### src/rtl/bcd_pkg.sv
// Shared BCD digit type, digit limits and legality check for the decimal counter.
package bcd_pkg;

  typedef logic [3:0] bcd_digit_t;

  localparam bcd_digit_t BCD_MAX = 4'd9;
  localparam bcd_digit_t BCD_MIN = 4'd0;

  function automatic logic bcd_ok(input bcd_digit_t d);
    return d <= BCD_MAX;
  endfunction

endpackage

### src/rtl/bcd_digit.sv
// One BCD digit register; step_o forwards the step when this digit sits at its wrap limit.
// Down counting is compiled in only with BCD_COUNTER_DOWN_EN.
module bcd_digit
  import bcd_pkg::*;
(
  input  logic       clk_i,
  input  logic       rst_i,
  input  logic       clr_i,
  input  logic       step_i,
`ifdef BCD_COUNTER_DOWN_EN
  input  logic       up_i,
`endif
  output logic [3:0] digit_o,
  output logic       step_o
);

  bcd_digit_t digit_q, digit_d;
  bcd_digit_t inc_val;

  // Corrupted digits (10-15) recover to zero on their next step.
  always_comb begin
    inc_val = (digit_q == BCD_MAX || !bcd_ok(digit_q)) ? BCD_MIN : digit_q + 4'd1;
  end

`ifdef BCD_COUNTER_DOWN_EN
  bcd_digit_t dec_val;

  always_comb begin
    if (digit_q == BCD_MIN) begin
      dec_val = BCD_MAX;
    end else if (!bcd_ok(digit_q)) begin
      dec_val = BCD_MIN;
    end else begin
      dec_val = digit_q - 4'd1;
    end
  end

  always_comb begin
    digit_d = digit_q;
    if (clr_i) begin
      digit_d = BCD_MIN;
    end else if (step_i) begin
      digit_d = up_i ? inc_val : dec_val;
    end
    step_o = step_i & (up_i ? (digit_q == BCD_MAX) : (digit_q == BCD_MIN));
  end
`else
  always_comb begin
    digit_d = digit_q;
    if (clr_i) begin
      digit_d = BCD_MIN;
    end else if (step_i) begin
      digit_d = inc_val;
    end
    step_o = step_i & (digit_q == BCD_MAX);
  end
`endif

  always_ff @(posedge clk_i or posedge rst_i) begin
    if (rst_i) begin
      digit_q <= BCD_MIN;
    end else begin
      digit_q <= digit_d;
    end
  end

  assign digit_o = digit_q;

endmodule

### src/rtl/bcd_counter.sv
// Multi-digit BCD counter with built-in prescaler and registered tick/carry pulses.
// Define BCD_COUNTER_DOWN_EN to add the up port and down counting.
module bcd_counter
  import bcd_pkg::*;
#(
  parameter int unsigned CLK_DIV = 50_000_000,
  parameter int unsigned DIGITS  = 4
) (
  input  logic                clk,
  input  logic                rst,
  input  logic                en,
  input  logic                clr,
`ifdef BCD_COUNTER_DOWN_EN
  input  logic                up,
`endif
  output logic [4*DIGITS-1:0] bcd,
  output logic                tick,
  output logic                carry
);

  localparam int unsigned PW = (CLK_DIV > 1) ? $clog2(CLK_DIV) : 1;
  localparam logic [PW-1:0] PMAX = PW'(CLK_DIV - 1);

  logic [PW-1:0] p_q, p_d;
  logic          tick_q, tick_d;
  logic          carry_q, carry_d;
  logic          step;
  // chain[k] is the step arriving at digit k; chain[DIGITS] means the whole vector wrapped.
  logic [DIGITS:0] chain;

  always_comb begin
    step    = en & ~clr & (p_q == PMAX);
    p_d     = p_q;
    if (clr) begin
      p_d = '0;
    end else if (en) begin
      p_d = (p_q == PMAX) ? '0 : p_q + PW'(1);
    end
    tick_d  = step;
    carry_d = chain[DIGITS];
  end

  assign chain[0] = step;

  for (genvar g = 0; g < DIGITS; g++) begin : g_digit
    bcd_digit u_digit (
      .clk_i   (clk),
      .rst_i   (rst),
      .clr_i   (clr),
      .step_i  (chain[g]),
`ifdef BCD_COUNTER_DOWN_EN
      .up_i    (up),
`endif
      .digit_o (bcd[4*g +: 4]),
      .step_o  (chain[g+1])
    );
  end

  always_ff @(posedge clk or posedge rst) begin
    if (rst) begin
      p_q     <= '0;
      tick_q  <= 1'b0;
      carry_q <= 1'b0;
    end else begin
      p_q     <= p_d;
      tick_q  <= tick_d;
      carry_q <= carry_d;
    end
  end

  assign tick  = tick_q;
  assign carry = carry_q;

endmodule

### config.mk
export PLATFORM = sky130hd
export DESIGN_NAME = bcd_counter
export DESIGN_NICKNAME = d
export VERILOG_FILES = /design/src/rtl/bcd_pkg.sv /design/src/rtl/bcd_digit.sv /design/src/rtl/bcd_counter.sv
export SDC_FILE = /design/constraint.sdc
export NUM_CORES = 1
export LEC_CHECK = 0
export ABC_AREA = 1
export CELL_PAD_IN_SITES_DETAIL_PLACEMENT = 0
export CELL_PAD_IN_SITES_GLOBAL_PLACEMENT = 1
export CORE_MARGIN = 5
export CORE_UTILIZATION = 46
export CTS_BUF_LIST = sky130_fd_sc_hd__clkbuf_4
export DETAILED_ROUTE_END_ITERATION = 8
export MAX_ROUTING_LAYER = met4
export PLACE_DENSITY_LB_ADDON = 0.08
export RECOVER_POWER = 100
export SYNTH_ARGS = -nofsm -noshare
export SYNTH_HDL_FRONTEND = slang
export SYNTH_SLANG_ARGS = --single-unit
### constraint.sdc
create_clock -name clk -period 1.9 [get_ports clk]
set_input_delay 0.475 -clock clk [delete_from_list [all_inputs] [get_ports clk]]
set_output_delay 0.475 -clock clk [all_outputs]
set_load 0.005 [all_outputs]
### Word-level counts from Yosys, hierarchy flattened

Index checks and enable logic that the tools add are counted.

| operators by class | value |
|---|---|
| $add $sub $neg | 5 |
| magnitude comparators | 4 |
| equal/unequal tests | 5 |
| multiplexer cells | 15 |
| bitwise logic cells | 7 |
| reduce and logical (&&, ||, !) cells | 13 |

Operators by type and width:

| operator | number |
|---|---|
| $mux 26 | 3 |
| $mux 4 | 12 |
| $add 26x1->26 const B | 1 |
| $eq 26x26->1 const B | 1 |
| $add 4x1->4 const B | 4 |
| $eq 4x4->1 const B | 4 |
| $le 4x4->1 const B | 4 |
| $reduce_bool 2->1 | 5 |
| $and 1x1->1 | 6 |
| $logic_not 1->1 | 4 |
| $logic_or 1x1->1 | 4 |
| $not 1->1 | 1 |

| storage, ports and cells | value |
|---|---|
| register bits | 44 |
| input bits | 4 |
| output and inout bits | 18 |
| word-level logic and storage cells | 56 |

### Logic depth before layout (Yosys ltp)

Gate-level depths: netlist of run 1.

| depth | value |
|---|---|
| depth in word-level cells | 8 |
| mapped depth | 11 |
| depth with buffers taken out | 11 |

### Hierarchy

A second synthesis of run 1 with hierarchy kept.

| second synthesis, totals | value |
|---|---|
| cell total of the unflattened synthesis | 368 |
| area, all modules | 2830.2 um2 |

Modules (own cells, without submodules):

| module | times used | cells an instance | area an instance (um2) | sequential area each (um2) |
|---|---|---|---|---|
| bcd_counter | 1 | 232 | 1784.2 | 700.7 |
| bcd_digit | 4 | 34 | 261.5 | 100.1 |

### Worst setup path before layout of run 1

Ideal clock, no wire load.

| timing path | value |
|---|---|
| path kind | register -> register |
| start | register g_digit[0].u_digit.digit_q[1] |
| end | register g_digit[3].u_digit.digit_q[0] |
| setup time | 0.118 ns |
| data arrival time | 1.490 ns |
| required time | 1.782 ns |
| slack | 0.292 ns |
| stages on the path, launching flop included | 10 |
| path buffers | 0 |
| clock period less this slack | 1.608 ns |
| path through | dfrtp_1 -> inv_1 -> ha_1 -> inv_1 -> nor3_1 -> inv_1 -> nor2_4 -> nand3_4 -> nand3_1 -> nand2_1 |

| on the way | value |
|---|---|
| cells in the longest elaborated chain, start to end | 5 |

Ends and longest elaborated chain:

| element | RTL line | source |
|---|---|---|
| from (decl) | bcd_digit.sv:17 | `bcd_digit_t digit_q, digit_d;` |
| from (signal assigned) | bcd_digit.sv:63 | `digit_q <= digit_d;` |
| $eq 4x4->1 | bcd_digit.sv:55 | `step_o = step_i & (digit_q == BCD_MAX);` |
| $and 1x1->1 (3 in a row) | bcd_digit.sv:55 |  |
| $reduce_bool 2->1 (no line) | - |  |
| to (signal assigned) | bcd_digit.sv:63 |  |
| to (decl) | bcd_digit.sv:17 |  |

Every way passes these cells.
A chain may end at the register's enable or synchronous reset.

### Worst setup path in the final report of run 1

| timing path | value |
|---|---|
| start | register g_digit[0].u_digit.digit_q[1] |
| end | output bcd[1] |

RTL lines:

| element | RTL line | source |
|---|---|---|
| to (decl) | bcd_counter.sv:16 | `output logic [4*DIGITS-1:0] bcd,` |

No word-level cell between the ends.

==> summary.md, run 1 <==
| Metric | Value |
|---|---|
| Pin count of the biggest net entering global routing | 45 |
| R2R Setup Slk | 0.17 ns |
| Via Count | 2329 |
| Worst EP arrival | roughly 1.3 ns |
| Post-CTS Setup Repair Bufs | 0 |
| Die area | 8005 sq um |
| Drt pass-1 iters | 4 |
| Pwr/cell area | between 400 and 500 nW/um^2 |
| Clock transition at the registers of the reported paths | between 0.1 and 0.15 ns |
| Ant diodes | 0 |
| Initial antenna violation count | 0 |
| Final instance count without filler cells | about 470 |
| Hold path depth | 2 |
| Max Root-Sink Buffers | 2 |
| Final hold violations | 0 |
| Met1 Usage GRT | around a quarter |
| Worst reg2reg endpoint | p_q[14] |
| Core area | 6241 sq um |
| Fin util | between 50% and 60% |
| Synthesized flop and latch total | 44 |
| Synth Area per Inst | 8.115 sq um |
| CTS tree | done |
| TritonCTS Buffers | 5 |
| Setup_tns | 0 ns |
| GR peak layer | met2 |
| Post-CTS Resized | 0 |
| Root Buffer | clkbuf_4 |
| P_leak | 1.668 nW |
| VDD IR max | roughly 280 uV |
| Outcome | finished, final reports clean |
| Worst flop-to-flop path startpoint | p_q[1] |
| CP max stage cell | dlygate4sd3_1 |
| Hold Path End | p_q[24] |
| Detailed Place HPWL | 4555 um |
| Post-synth ARST share | 100.0% |
| Vias in the first global route | roughly 2300 |
| Post-Syn Area | around 2900 sq um |
| Highest-count cells in the layout ignoring fill and taps | nand2_1, inv_1, dfrtp_1, nand3_1, nor2_1 |
| Chip height | around 89 um |
| Unrepaired setup endpoints after global routing | no |
| Final nets | a little over 400 |
| I/O pin count | 22 |
| Fin. max-slew vios | 0 |
| Cell Rows | 29 |
| Syn. warnings | 0 |
| Detailed-route DRC error count | 0 |
| Worst Path Class, Setup | flip-flop to primary output |
| Overflow after GRT | 0 |
| Seq/Total Area, Yosys | between 30% and 40% |
| CP endpoint kind | primary output |
| Power consumption | 0.001492 W |
| Tcrit/Tclk final | 95.78% |
| Wirelength per Cell | between 10 and 15 um |
| WP buf/inv | 1 |
| Die width | a little under 90 um |
| Final GP Congestion | roughly 0.85 |
| Mapped Cells | between 300 and 400 |
| CP Cell Sequence | dlygate4sd3_1 |
| Net Count, Synth | roughly 380 |
| Skew-Pair Late Insertion Delay | around 0.35 ns |
| Fin worst setup slack | between 0.08 and 0.09 ns |
| Min-delay src | p_q[24] |
| Achievable Freq | approximately 550 MHz |
| CP Data Required Time | around 1.4 ns |
| Distinct cells, synth | 37 |
| Worst Hold Class | flip-flop to flip-flop |
| Worst-Margin Slew | around 1.1 ns |
| Overall Global Routing Usage | between 10% and 20% |
| Area Overhead vs Synth | 13.44% |
| Crit-path max cell delay | around 0.58 ns |
| Worst reg2reg path depth | 9 |
| Routed WL | 6043 um |
| Layout cells sized above 1 | roughly 14% |
| Number of flops mapped to enable cells by yosys | 0 |
| Hold-fix buffers, CTS | 0 |
| Final Skew | about 0.016 ns |
| Synth Flop Type | dfrtp_1 |
| Relative slew slack | 24.13% |
| CP max FO | 3 |
| Initial Util | 46.55% |
| First-pass GRT wire length | 10870 um |
| Most common cell after layout, fill and taps aside | nand2_1 |
| Place WS | between 0.009 and 0.01 ns |
| Input/output buffers | 21 |
| Met3 Use GR | roughly 3.0% |
| Endpoints failing setup | 0 |
| H-tree lvl count | 2 |
| Average vias per placed instance | 4.966 |
| Max-cap viol count | 0 |
| DR iter-0 viols | 91 |
| Min Tclk post-route | between 1.5 and 2 ns |
| CTS Sinks | 44 |
| Worst setup SP type | flip-flop |
| Post-route ant nets | 0 |
| Met2 Resource Use GR | between 20 and 30% |
| Placed Cells | 461 |
| Top cell family by delay on the critical path | buffers and inverters |
[state kept, by name, indices dropped and copies added (netlist names)]
name	flops
carry	1
tick	1
g_digit.u_digit.digit_o	16
p_q	26
[cell families (layout without fill, tap and decap cells)]
family                   Yosys count  in the layout  synth area share [%]
AND/OR/NAND/NOR                  179            179                 34.19
buffers and inverters             63             97                 8.785
AO/OA/AOI/OAI                     46             46                 9.604
flip-flops                        44             44                 37.90
adder cells (fa/ha/maj)           13             13                 5.599
XOR/XNOR                          13             13                 3.919
[layer usage]
metal	vias up	wire length [um]
li1	1225	-
met1	1074	3142
met2	24	2687
met3	6	146
met4	0	66
met5	-	0
[power by group]
part | switching [W] | internal [W] | leakage, nW | total [W]
registers | 0.00000280 | 0.000940 | 0.605 | 0.000943
clock network | 0.000311 | 0.000156 | 0.0293 | 0.000467
logic | 0.0000606 | 0.0000216 | 1.03 | 0.0000822
total | 0.000374 | 0.00112 | 1.67 | 0.00149
[tightest hold or removal path: cells and delay by family, from the launching register on]
family	cells	cell delay [ns]
DFF	1	0.39
and+or+nand+nor	2	0.12
[cell type report]
type,instances,area [sq um]
Inverter,58,217.7
Tap cell,77,96.34
Clock inverter,2,11.26
Fill cell,626,2945
Multi-Input combinational cell,251,1544
Timing Repair Buffer,31,274.0
Sequential cell,44,1107
Clock buffer,6,45.04
[worst max-delay path by stage]
stage | start | to | slack (ns) | cells past startpoint
2_1_floorplan | g_digit[0].u_digit.digit_o[1] | g_digit[3].u_digit.digit_o[0] | 0.29 | 9
3_3_place_gp | clr | g_digit[2].u_digit.digit_o[0] | 0.04 | 9
3_5_place_dp | clr | g_digit[2].u_digit.digit_o[2] | 0.01 | 9
4_1_cts | g_digit[2].u_digit.digit_o[0] | bcd[8] | 0.02 | 1
5_1_grt | clr | p_q[6] | 0.006 | 5
6_report | g_digit[0].u_digit.digit_o[1] | bcd[1] | 0.08 | 1
[cells in the mapped netlist, types with 5 or more instances]
master | n | share of area [%]
a21oi_1 | 6 | 1.0
dfrtp_1 | 44 | 38
ha_1 | 13 | 5.6
inv_1 | 54 | 7.0
nand2_1 | 79 | 10
nand2_2 | 5 | 1.1
nand2_4 | 6 | 2.3
nand3_1 | 35 | 6.0
nor2_1 | 19 | 2.5
nor2_4 | 6 | 2.3
nor2_8 | 5 | 3.4
nor3_1 | 10 | 1.7
o21ai_0 | 14 | 2.4
o21ai_1 | 5 | 0.86
o22ai_1 | 10 | 2.2
o31ai_1 | 5 | 1.3
xor2_1 | 10 | 3.0
[metrics by stage]
stage | cell area [sq um] | hold slack [ns]
2_1_floorplan | 2905 | 0.4713
3_3_place_gp | 3262 | 0.4906
3_5_place_dp | 3262 | 0.5038
4_1_cts | 3318 | 0.4493
5_1_grt | 3296 | 0.5610
6_report | 3296 | 0.5284
No activity file was read; power rests on OpenSTA's default activity.
==> run 2: changes to the inputs <==
--- a/config.mk
+++ b/config.mk
@@ -9,7 +9,7 @@
 export CELL_PAD_IN_SITES_DETAIL_PLACEMENT = 0
 export CELL_PAD_IN_SITES_GLOBAL_PLACEMENT = 1
 export CORE_MARGIN = 5
-export CORE_UTILIZATION = 46
+export CORE_UTILIZATION = 49
 export CTS_BUF_LIST = sky130_fd_sc_hd__clkbuf_4
 export DETAILED_ROUTE_END_ITERATION = 8
 export MAX_ROUTING_LAYER = met4
==> constraint.sdc (replaced) <==
create_clock -name clk -period 2.3 [get_ports clk]
set_input_delay 0.575 -clock clk [delete_from_list [all_inputs] [get_ports clk]]
set_output_delay 0.575 -clock clk [all_outputs]
set_load 0.005 [all_outputs]
==> summary.md, run 2 (synthesized netlist as in run 1, its figures left out) <==
| Metric | Value |
|---|---|
| Post-route ant nets | 0 |
| CP max stage cell | dlygate4sd3_1 |
| Routed wl met2 | 2853 um |
| Fill count | 576 |
| Min-delay src | p_q[24] |
| CTS Sinks | 44 |
| Post-Place Cell Area | 3229 sq um |
| Achievable Freq | 482.6 MHz |
| Overall Global Routing Usage | between 10% and 20% |
| Worst reg2reg path depth | 9 |
| Final hold violations | 0 |
| Via Count | about 2400 |
| Fin util | a little under three fifths |
| Die area | about 7600 sq um |
| Worst Hold Class | flip-flop to flip-flop |
| Final Skew | approximately 0.0095 ns |
| I/O pin count | 22 |
| Cell Rows | 28 |
| Input/output buffers | 21 |
| Ant diodes | 0 |
| Most common cell after layout, fill and taps aside | nand2_1 |
| Setup_tns | 0 ns |
| Worst-Margin Slew | 1.152 ns |
| Detailed-route DRC error count | 0 |
| P_leak | 1.697 nW |
| Final GP Congestion | between 0.8 and 0.9 |
| Pwr/cell area | between 400 and 500 nW/um^2 |
| Post-CTS Setup Repair Bufs | 0 |
| Final nets | roughly 400 |
| Endpoints failing setup | 0 |
| Core area | just under 6000 sq um |
| Crit-path max cell delay | 0.62 ns |
| Max-cap viol count | 0 |
| Largest Register | p_q |
| Clock transition at the registers of the reported paths | roughly 0.13 ns |
| Finished Cell Area | between 3000 and 4000 sq um |
| Initial Util | between 40% and 50% |
| DR iter-0 viols | 85 |
| Routed WL | roughly 6000 um |
| Min Tclk post-route | between 2 and 2.5 ns |
| Worst reg2reg endpoint | p_q[14] |
| Hold-fix buffers, CTS | 0 |
| Fin worst setup slack | approximately 0.23 ns |
| First-pass GRT wire length | ~11000 um |
| Vias in the first global route | around 2300 |
| Initial antenna violation count | 0 |
| Die width | 87 um |
| Highest-count cells in the layout ignoring fill and taps | nand2_1, inv_1, dfrtp_1, nand3_1 |
| Worst Path Class, Setup | flip-flop to primary output |
| Routed length on met1 | between 2000 and 3000 um |
| Unrepaired setup endpoints after global routing | no |
| Root Buffer | clkbuf_4 |
| Pin count of the biggest net entering global routing | 45 |
| Hold slack final | between 0.5 and 0.6 ns |
| Largest register FFs | 26 |
| Fin. max-slew vios | 0 |
| H-tree lvl count | 2 |
| Hold path depth | 2 |
| Worst flop-to-flop path startpoint | p_q[0] |
| Post-CTS Resized | 0 |
| CP endpoint kind | primary output |
| Chip height | slightly below 90 um |
| Worst EP arrival | ~1.5 ns |
| VDD IR max | 182.3 uV |
| Detailed Place HPWL | roughly 4400 um |
| Relative slew slack | a little under a quarter |
| Tcrit/Tclk final | between 90% and 100% |
| Skew-Pair Late Insertion Delay | approximately 0.36 ns |
| Outcome | finished, final reports clean |
| CP Data Required Time | between 1.5 and 2 ns |
| TritonCTS Buffers | 5 |
| Wirelength per Cell | ~13 um |
| CP max FO | 7 |
| CTS tree | done |
| Place WS | 0.2677 ns |
| Area Overhead vs Synth | 11.97% |
| WP buf/inv | 1 |
| Layout cells sized above 1 | ~11% |
| Highest routed layer | met4 |
| R2R Setup Slk | about 0.36 ns |
| Drt pass-1 iters | 4 |
| Top cell family by delay on the critical path | buffers and inverters |
| Worst setup SP type | flip-flop |
| Hold Path End | p_q[24] |
| Average vias per placed instance | slightly above 5 |
| Routed length on met3 | 160 um |
| Max Root-Sink Buffers | 2 |
| Overflow after GRT | 0 |
| CP Cell Sequence | dlygate4sd3_1 |
## run 2: cell count changes in the layout (fill, tap and decap cells not counted), sizes merged
cell,change
dlygate4sd3,+17
bufinv,+1
buf,-3
clkdlybuf4s50,-17
clkbuf,-1
clkinvlp,-1
## run 2: metrics by stage
step,power (W),cells
after floorplan,0.0008381,358
after global placement,0.0008656,455
after detailed placement,0.0008650,455
after CTS,0.001372,463
after global routing,0.001403,463
final,0.001348,463
## run 2: report_power, final
group,switching [W],leakage [nW],internal [W]
Combinational,0.0000466,1.04,0.0000147
Sequential,0.00000375,0.614,0.000777
Clock,0.000266,0.0456,0.000240
Total,0.000316,1.70,0.00103
## run 2: worst max-delay path by stage
stage,from,end,slack (ns),cells after the start
floorplan,clr,g_digit[3].u_digit.digit_o[0],0.68,9
global placement,en,g_digit[3].u_digit.digit_o[3],0.27,8
detailed placement,clr,g_digit[3].u_digit.digit_o[0],0.27,9
CTS,g_digit[3].u_digit.digit_o[0],bcd[12],0.26,1
global route,g_digit[0].u_digit.digit_o[1],g_digit[2].u_digit.digit_o[0],0.13,9
finish,g_digit[3].u_digit.digit_o[0],bcd[12],0.23,1
## run 2: area by class of cell
class                      instances  area, sq um  share of cell area [%]
multi-input combinational        251         1514                   46.54
sequential                        44         1101                   33.85
timing repair buffer              27        246.5                   7.577
inverter                          58        217.7                   6.692
tap                               75        93.84                   2.885
clock buffer                       6        45.04                   1.385
clock inverter                     2        35.03                   1.077
## run 2: metal layers
metal  vias to the layer above  GRT usage [%]
li1                       1216              -
met1                      1103          24.42
met4                         0          4.249
met2                        29          29.19
met3                         6          3.122
met5                         -              -
